### config.mk
export PLATFORM = sky130hd
export DESIGN_NAME = ram_arbiter2
export DESIGN_NICKNAME = d
export VERILOG_FILES = /design/src/rtl/ram_ctrl_pkg.sv /design/src/rtl/rr_arb2.sv /design/src/rtl/ram_arbiter2.sv
export SDC_FILE = /design/constraint.sdc
export NUM_CORES = 1
export LEC_CHECK = 0
export ABC_CLOCK_PERIOD_IN_PS = 2600
export CAP_MARGIN = 20
export CORE_MARGIN = 1
export CORE_UTILIZATION = 40
export DETAILED_ROUTE_END_ITERATION = 8
export HOLD_SLACK_MARGIN = 0.1
export PLACE_DENSITY = 0.83
export SKIP_LAST_GASP = 1
export SYNTH_ARGS = -nofsm -noshare
export SYNTH_HDL_FRONTEND = slang
export SYNTH_SLANG_ARGS = --single-unit
export TNS_END_PERCENT = 50
### constraint.sdc
create_clock -name clk -period 2.6 [get_ports clk]
set_input_delay 0.26 -clock clk [delete_from_list [all_inputs] [get_ports clk]]
set_output_delay 0.26 -clock clk [all_outputs]
set_load 0.02 [all_outputs]
### src/rtl/ram_ctrl_pkg.sv
// Shared definitions for the model-RAM controller slice: FSM encoding and
// default RAM geometry, also used by the RAM wrapper.
package ram_ctrl_pkg;

  localparam int unsigned ADDR_SIZE = 4;
  localparam int unsigned WORD_SIZE = 8;

  typedef enum logic [1:0] {
    IDLE   = 2'd0,
    ACCESS = 2'd1,
    ACK    = 2'd2
  } ram_state_e;

endpackage : ram_ctrl_pkg

### src/rtl/rr_arb2.sv
// Two-input round-robin pick: on a tie the client not served last wins.
module rr_arb2 (
  input  logic req0,
  input  logic req1,
  input  logic last_gnt,
  output logic gnt_valid,
  output logic gnt_id
);

  always_comb begin
    gnt_valid = req0 | req1;
    gnt_id    = (req0 && req1) ? ~last_gnt : req1;
  end

endmodule : rr_arb2

### src/rtl/ram_arbiter2.sv
// Two-client arbiter/sequencer for the asynchronous-read model RAM:
// IDLE -> ACCESS (one RAM cycle) -> ACK (completion pulse), all outputs registered.
module ram_arbiter2
  import ram_ctrl_pkg::*;
#(
  parameter int unsigned addr_size = ADDR_SIZE,
  parameter int unsigned word_size = WORD_SIZE
) (
  input  logic                 clk,
  input  logic                 rst_n,
  input  logic                 req0,
  input  logic                 wr0,
  input  logic [addr_size-1:0] addr0,
  input  logic [word_size-1:0] wdata0,
  input  logic                 req1,
  input  logic                 wr1,
  input  logic [addr_size-1:0] addr1,
  input  logic [word_size-1:0] wdata1,
  output logic                 ack0,
  output logic                 ack1,
  output logic [word_size-1:0] rdata,
  output logic [addr_size-1:0] ram_addr,
  output logic [word_size-1:0] ram_data_in,
  output logic                 ram_wr,
  output logic                 ram_cs,
  input  logic [word_size-1:0] ram_data_out
);

  ram_state_e           state_q, state_d;
  logic                 last_gnt_q, last_gnt_d;
  logic                 wr_q, wr_d;
  logic                 ack0_q, ack0_d;
  logic                 ack1_q, ack1_d;
  logic [word_size-1:0] rdata_q, rdata_d;
  logic [addr_size-1:0] ram_addr_q, ram_addr_d;
  logic [word_size-1:0] ram_data_in_q, ram_data_in_d;
  logic                 ram_wr_q, ram_wr_d;
  logic                 ram_cs_q, ram_cs_d;

  logic gnt_valid;
  logic gnt_id;

  rr_arb2 u_rr_arb2 (
    .req0      (req0),
    .req1      (req1),
    .last_gnt  (last_gnt_q),
    .gnt_valid (gnt_valid),
    .gnt_id    (gnt_id)
  );

  // Next state and next values of every registered output.
  always_comb begin
    state_d       = state_q;
    last_gnt_d    = last_gnt_q;
    wr_d          = wr_q;
    ack0_d        = 1'b0;
    ack1_d        = 1'b0;
    rdata_d       = rdata_q;
    ram_addr_d    = ram_addr_q;
    ram_data_in_d = ram_data_in_q;
    ram_wr_d      = 1'b0;
    ram_cs_d      = 1'b0;

    unique case (state_q)
      IDLE: begin
        if (gnt_valid) begin
          state_d       = ACCESS;
          last_gnt_d    = gnt_id;
          wr_d          = gnt_id ? wr1 : wr0;
          ram_addr_d    = gnt_id ? addr1 : addr0;
          ram_data_in_d = gnt_id ? wdata1 : wdata0;
          ram_wr_d      = gnt_id ? wr1 : wr0;
          ram_cs_d      = 1'b1;
        end
      end
      ACCESS: begin
        // Address/data are held into ACK so the level-sensitive RAM sees wr fall first.
        state_d = ACK;
        if (!wr_q) begin
          rdata_d = ram_data_out;
        end
        ack0_d = ~last_gnt_q;
        ack1_d = last_gnt_q;
      end
      ACK: begin
        state_d = IDLE;
      end
      default: begin
        state_d = IDLE;
      end
    endcase
  end

  always_ff @(posedge clk) begin
    if (!rst_n) begin
      state_q       <= IDLE;
      last_gnt_q    <= 1'b1;
      wr_q          <= 1'b0;
      ack0_q        <= 1'b0;
      ack1_q        <= 1'b0;
      rdata_q       <= '0;
      ram_addr_q    <= '0;
      ram_data_in_q <= '0;
      ram_wr_q      <= 1'b0;
      ram_cs_q      <= 1'b0;
    end else begin
      state_q       <= state_d;
      last_gnt_q    <= last_gnt_d;
      wr_q          <= wr_d;
      ack0_q        <= ack0_d;
      ack1_q        <= ack1_d;
      rdata_q       <= rdata_d;
      ram_addr_q    <= ram_addr_d;
      ram_data_in_q <= ram_data_in_d;
      ram_wr_q      <= ram_wr_d;
      ram_cs_q      <= ram_cs_d;
    end
  end

  assign ack0        = ack0_q;
  assign ack1        = ack1_q;
  assign rdata       = rdata_q;
  assign ram_addr    = ram_addr_q;
  assign ram_data_in = ram_data_in_q;
  assign ram_wr      = ram_wr_q;
  assign ram_cs      = ram_cs_q;

endmodule : ram_arbiter2

==> reports/qor.yml, run 1 <==
run_status:
  status: "complete, no violations"
sta:
  fin_hold_ws_ps: 482.4
  hold_viol_final: 0
  setup_tns_ps: 0
  rsz0062_at_grt: "no"
  fin_crit_ps: 1611
  slew_violations: 0
  tightest_slew_ps: 680.1
  slew-limit-headroom: 0.5466
  finalCritPeriodShare: 0.6195
  fin_skew_ps: 18.92
  finalSetupViolCount: 0
  timing.fmax_mhz: 620.9
global_route:
  grt_pass1_vias: 880
  grt_pass1_wl_microns: 3760
  grt_max_degree: 18
  grt_usage: 0.1766
  antenna_found_initial: 0
  grt_remaining_overflow: 0
synth:
  yosysUniqueCellTypes: 20
  ys_seq_elements: 28
  synth_top_cell_by_area: "dfxtp_1"
  synth_area_per_cell_sq_um: 12.53
  yosysWarnings: 0
  synth_area_leaders: "dfxtp_1 50%, mux2i_1 19%, o2bb2ai_2 9.4%, o2bb2ai_1 4.7%, nor2b_1 4.5%"
  synth-seq-area-share: 0.5028
  synth_top_area_share: 0.5028
  synth_area_sq_mm: 0.001115
  netlist_instances: 89
  synth_nets: 127
placement:
  gp_congestion: 0.6681
  io_buffers: 61
  dp_hpwl_microns: 1883
worst_hold_path:
  hold_class: "flop to flop"
clock_tree:
  cts_tree: "yes"
  clk_latency_ps: 330
  ctsLongestPathBuffers: 2
  cts_root_buffer: "clkbuf_4"
  htreeDepth: 1
  postCtsSetupBuffers: 0
  cts_resized: 0
  clk_pin_slew_ps: 160
  cts_hold_repair.buffers: 0
  cts_buffers: 3
  cts.sinks: 28
critical_path:
  slowest_delay_ps: 680
  critPathKind: "input pin to flop"
  cp-start-kind: "input pin"
  arrival_ps: 1810
  end_kind: "flop"
  critical_path.max_fanout: 17
  cp_slowest_cell: "or3b_1"
  path_cells: "clkdlybuf4s50_1 > or3b_1 > a2bb2oi_1"
  required_ps: 2800
routing:
  viasPerCell: 4.840
  vias: 876
  dr.pass1.iters: 1
  drt-total-wl_microns: 2455
  routedWlPerCell_microns: 13.56
  drcViolationCount: 0
  ant_nets: 0
  top_layer: "met4"
  dr.first_iter.drc_count: 0
  met1Wirelength_microns: 1034
  wl_met3_microns: 194
  dr_wl_met2_microns: 1199
final_layout:
  areaGrowthSynthToFinish_pct: 60.61
  nets: 190
  n_antenna_cell: 0
  final_layout_size_suffix_gt1_frac: 0.1060
floorplanning:
  ios: 62
  die-area_sq_mm: 0.003002
  die_height_microns: 54.79
  coreArea_sq_mm: 0.002545
  die_x_microns: 54.79
  core.rowCount: 18
  initial_utilization: 0.4381
job:
  cap_violations: 0
power_and_ir_drop:
  p_leak_nw: 0.6804
  p_total_mw: 1.026
  max-vdd-ir-drop_uv: 482.4
  pwr_density_cell_mw_per_mm2: 573.2
cell usage after synthesis, drive strengths merged:
cell and count:
dfxtp 28, mux2i 21, o2bb2ai 13, nor2b 8, buf 5, inv 3, and2 2, a21boi 1
a2bb2oi 1, and3b 1, clkbuf 1, nor2 1, nor3b 1, o21a 1, o21bai 1, or3b 1
flip-flops by register name, indices dropped and copies added, names as in the netlist:
signal       cells
ram_data_in      8
wr_q             1
ack0             1
ram_addr         4
state_q          2
rdata            8
ack1             1
ram_wr           1
ram_cs           1
last_gnt_q       1
placed cells by master, fill, tap and decap left out, drive strengths merged, types with 2 or more instances in the layout:
| cell | count |
|---|---|
| dfxtp | 28 |
| and2 | 2 |
| nor2b | 8 |
| inv | 3 |
| buf | 3 |
| mux2i | 21 |
| o2bb2ai | 13 |
| clkbuf | 3 |
| clkdlybuf4s50 | 61 |
logic make-up (layout without fill, tap and decap cells):
kind of cell / count (synthesis) / count (layout) / synth area share
flip-flops: 28 / 28 / 0.5028
multiplexers: 21 / 21 / 0.1886
AO/OA/AOI/OAI: 17 / 17 / 0.1728
AND/OR/NAND/NOR: 14 / 14 / 0.08305
buffers and inverters: 9 / 71 / 0.05274
path summary, 6_finish.rpt:
check	from	to	slack [ps]	cells past startpoint
worst max-delay path	rst_n	last_gnt_q$_SDFFE_PN1P_	990	3
worst min-delay path	ram_addr[3]$_SDFFE_PN0P_	ram_addr[3]$_SDFFE_PN0P_	480	1
worst max register to register	state_q[0]$_SDFFE_PN0P_	last_gnt_q$_SDFFE_PN1P_	1030	3
worst min register to register	ram_addr[3]$_SDFFE_PN0P_	ram_addr[3]$_SDFFE_PN0P_	480	1
cell type report:
cell class | count | area (sq um)
well taps | 30 | 37.54
flip-flops and latches | 28 | 560.5
repair buffers | 64 | 633.1
inverters | 3 | 11.26
multi-input cells | 52 | 495.5
clock inverters | 1 | 30.03
fillers | 198 | 754.5
clock buffers | 3 | 22.52
metrics by stage:
| step | area, sq um | worst slack [ps] | util | std cells |
|---|---|---|---|---|
| after floorplan | 1115 | 1355 | - | 89 |
| after global placement | 1738 | 679.3 | 0.6829 | 177 |
| after detailed placement | 1738 | 636.7 | 0.6829 | 177 |
| after CTS | 1790 | 984.7 | 0.7035 | 181 |
| after global routing | 1790 | 915.7 | 0.7035 | 181 |
| final | 1790 | 989.4 | 0.7035 | 181 |
layer usage:
layer	vias to the layer above	global-route usage
met2	47	0.3133
met1	382	0.1973
met3	4	0.04167
met5	-	0
li1	443	-
met4	0	0.07692
power by group:
part | total, mW | internal, mW | switching (mW)
combinational | 0.256 | 0.147 | 0.109
sequential | 0.487 | 0.466 | 0.0210
clock | 0.283 | 0.156 | 0.127
worst max-delay path, delay by kind of cell:
family                 cells  cell delay [ps]
and+or+nand+nor            1              680
AOI/OAI and AO/OA          1              230
buffers and inverters      1              630
No activity file was read; power rests on OpenSTA's default activity.
==> run 2, diff against run 1 <==
ABC_CLOCK_PERIOD_IN_PS = 1400   (was 2600)
CORE_UTILIZATION = 34   (was 40)
PLACE_DENSITY = 0.75   (was 0.83)
clock period = 1.4 ns   (was 2.6 ns; I/O delays follow)
==> run 2 against run 1 <==
Via count rose by 1.8%. Non-clock buffer count increased by 2. Power is 72% higher. Critical endpoint is now ack0. Largest power group unchanged. Highest routed layer unchanged.
==> reports/qor.yml, run 2 (synthesis results as in run 1) <==
run_status:
  status: "complete, no violations"
sta:
  finalCritPeriodShare: 0.9933
  fin_skew_ps: 5.855
  timing.fmax_mhz: 719.1
  slew_violations: 0
  setup_slack_ps: 9.380
  slew-limit-headroom: 0.7925
  finalSetupViolCount: 0
  rsz0062_at_grt: "yes"
  fin_crit_ps: 1391
  tightest_slew_ps: 302.6
  hold_viol_final: 0
  fin_hold_ws_ps: 426.8
final_layout:
  final_layout_size_suffix_gt1_frac: 0.1176
  fillers: 282
  areaGrowthSynthToFinish_pct: 66.11
  instances_no_fill: 197
  layout.cells.most_common: "clkdlybuf4s50_1"
  final_area_sq_mm: 0.001852
  final_util: 0.6016
  final_cell_mix: "40 x clkdlybuf4s50_1, 28 x dfxtp_1, 21 x mux2i_1, 12 x dlygate4sd2_1, 9 x dlymetal6s2s_1"
  n_antenna_cell: 0
  seq_area_sq_um: 560.5
  multiInputGateArea_sq_um: 495.5
  nets: 192
routing:
  vias: 892
  ant_nets: 0
  drt-total-wl_microns: 2454
  dr.pass1.iters: 4
  viasPerCell: 4.528
  dr.first_iter.drc_count: 14
  routedWlPerCell_microns: 12.46
  drcViolationCount: 0
critical_path:
  path_cells: "clkdlybuf4s50_1"
  slowest_delay_ps: 590
  arrival_ps: 1250
  critical_path.max_fanout: 1
  required_ps: 1260
  cp_slowest_cell: "clkdlybuf4s50_1"
  critPathKind: "flop to primary output"
  cp-start-kind: "flop"
  end_kind: "primary output"
  ff2ff_setup_slack_ps: 90
  crit_buf_inv: 1
  cp_top_family: "buffers and inverters"
floorplanning:
  die_x_microns: 59.26
  core.rowCount: 20
  initial_utilization: 0.3622
  ios: 62
  coreArea_sq_mm: 0.003078
  die_height_microns: 59.26
  die-area_sq_mm: 0.003512
clock_tree:
  ctsLongestPathBuffers: 2
  cts_buffers: 3
  clk_latency_ps: 320
  htreeDepth: 1
  postCtsSetupBuffers: 0
  cts_root_buffer: "clkbuf_4"
  cts_tree: "yes"
  cts.sinks: 28
  clk_pin_slew_ps: 140
placement:
  placed_cell_area_sq_mm: 0.001808
  dp_hpwl_microns: 1892
  dp_slack_ps: -197.8
  dp_cells: 193
  gp_congestion: 0.7184
  io_buffers: 61
global_route:
  grt_remaining_overflow: 0
  grt_usage: 0.1483
  grt_pass1_vias: 883
  grt_pass1_wl_microns: 3836
  antenna_found_initial: 0
  grt_max_degree: 17
worst_hold_path:
  hold_class: "input pin to flop"
power_and_ir_drop:
  p_leak_nw: 0.8931
  pwr_density_cell_mw_per_mm2: 951.3
  max-vdd-ir-drop_uv: 405.5
job:
  cap_violations: 0
[run 2: cell count changes in the layout (fill, tap and decap cells not counted), sizes merged]
cell / delta
dlymetal6s2s: +9
clkdlybuf4s50: -21
dlygate4sd2: +12
buf: +2
clkbuf: +1
bufinv: -1
[run 2: final timing paths]
kind                               start  cells after the start                          end
max                      ack0$_SDFF_PN0_                      1                         ack0
min                      ram_data_out[7]                      3        rdata[7]$_SDFFE_PN0P_
max reg2reg      state_q[0]$_SDFFE_PN0P_                      4  ram_data_in[3]$_SDFFE_PN0P_
min reg2reg  ram_data_in[2]$_SDFFE_PN0P_                      1  ram_data_in[2]$_SDFFE_PN0P_
[run 2: through the flow]
step | power, mW | TNS, ps
after floorplan | 1.163 | 0
after global placement | 1.421 | -1907
after detailed placement | 1.430 | -2585
after CTS | 1.795 | -336.6
after global routing | 1.851 | -247.7
final | 1.762 | 0
[run 2: routing by layer]
layer | global-route usage | wire length (microns)
met1 | 0.1689 | 1085
met2 | 0.2568 | 1128
met3 | 0.03712 | 217
met4 | 0.07143 | 22
met5 | 0 | 0
[run 2: power by group]
part           internal [mW]  total [mW]  switching [mW]
clock                  0.159       0.382           0.223
combinational          0.270       0.478           0.208
sequential             0.865       0.902          0.0370
total                   1.29        1.76           0.468
[run 2: timing repair]
item                                    in CTS  in global routing
endpoints found under the setup margin      24                 19
hold buffers                                 0                  0
cloned                                       0                  0
hold endpoints to repair                     0                  0
resized for setup                           12                  9
[run 2: cell type report]
| cell class | count | share of cell area |
|---|---|---|
| Clock buffer | 4 | 0.01959 |
| Inverter | 3 | 0.006081 |
| Multi-Input combinational cell | 52 | 0.2676 |
| Sequential cell | 28 | 0.3027 |
| Tap cell | 44 | 0.02973 |
| Timing Repair Buffer | 66 | 0.3743 |
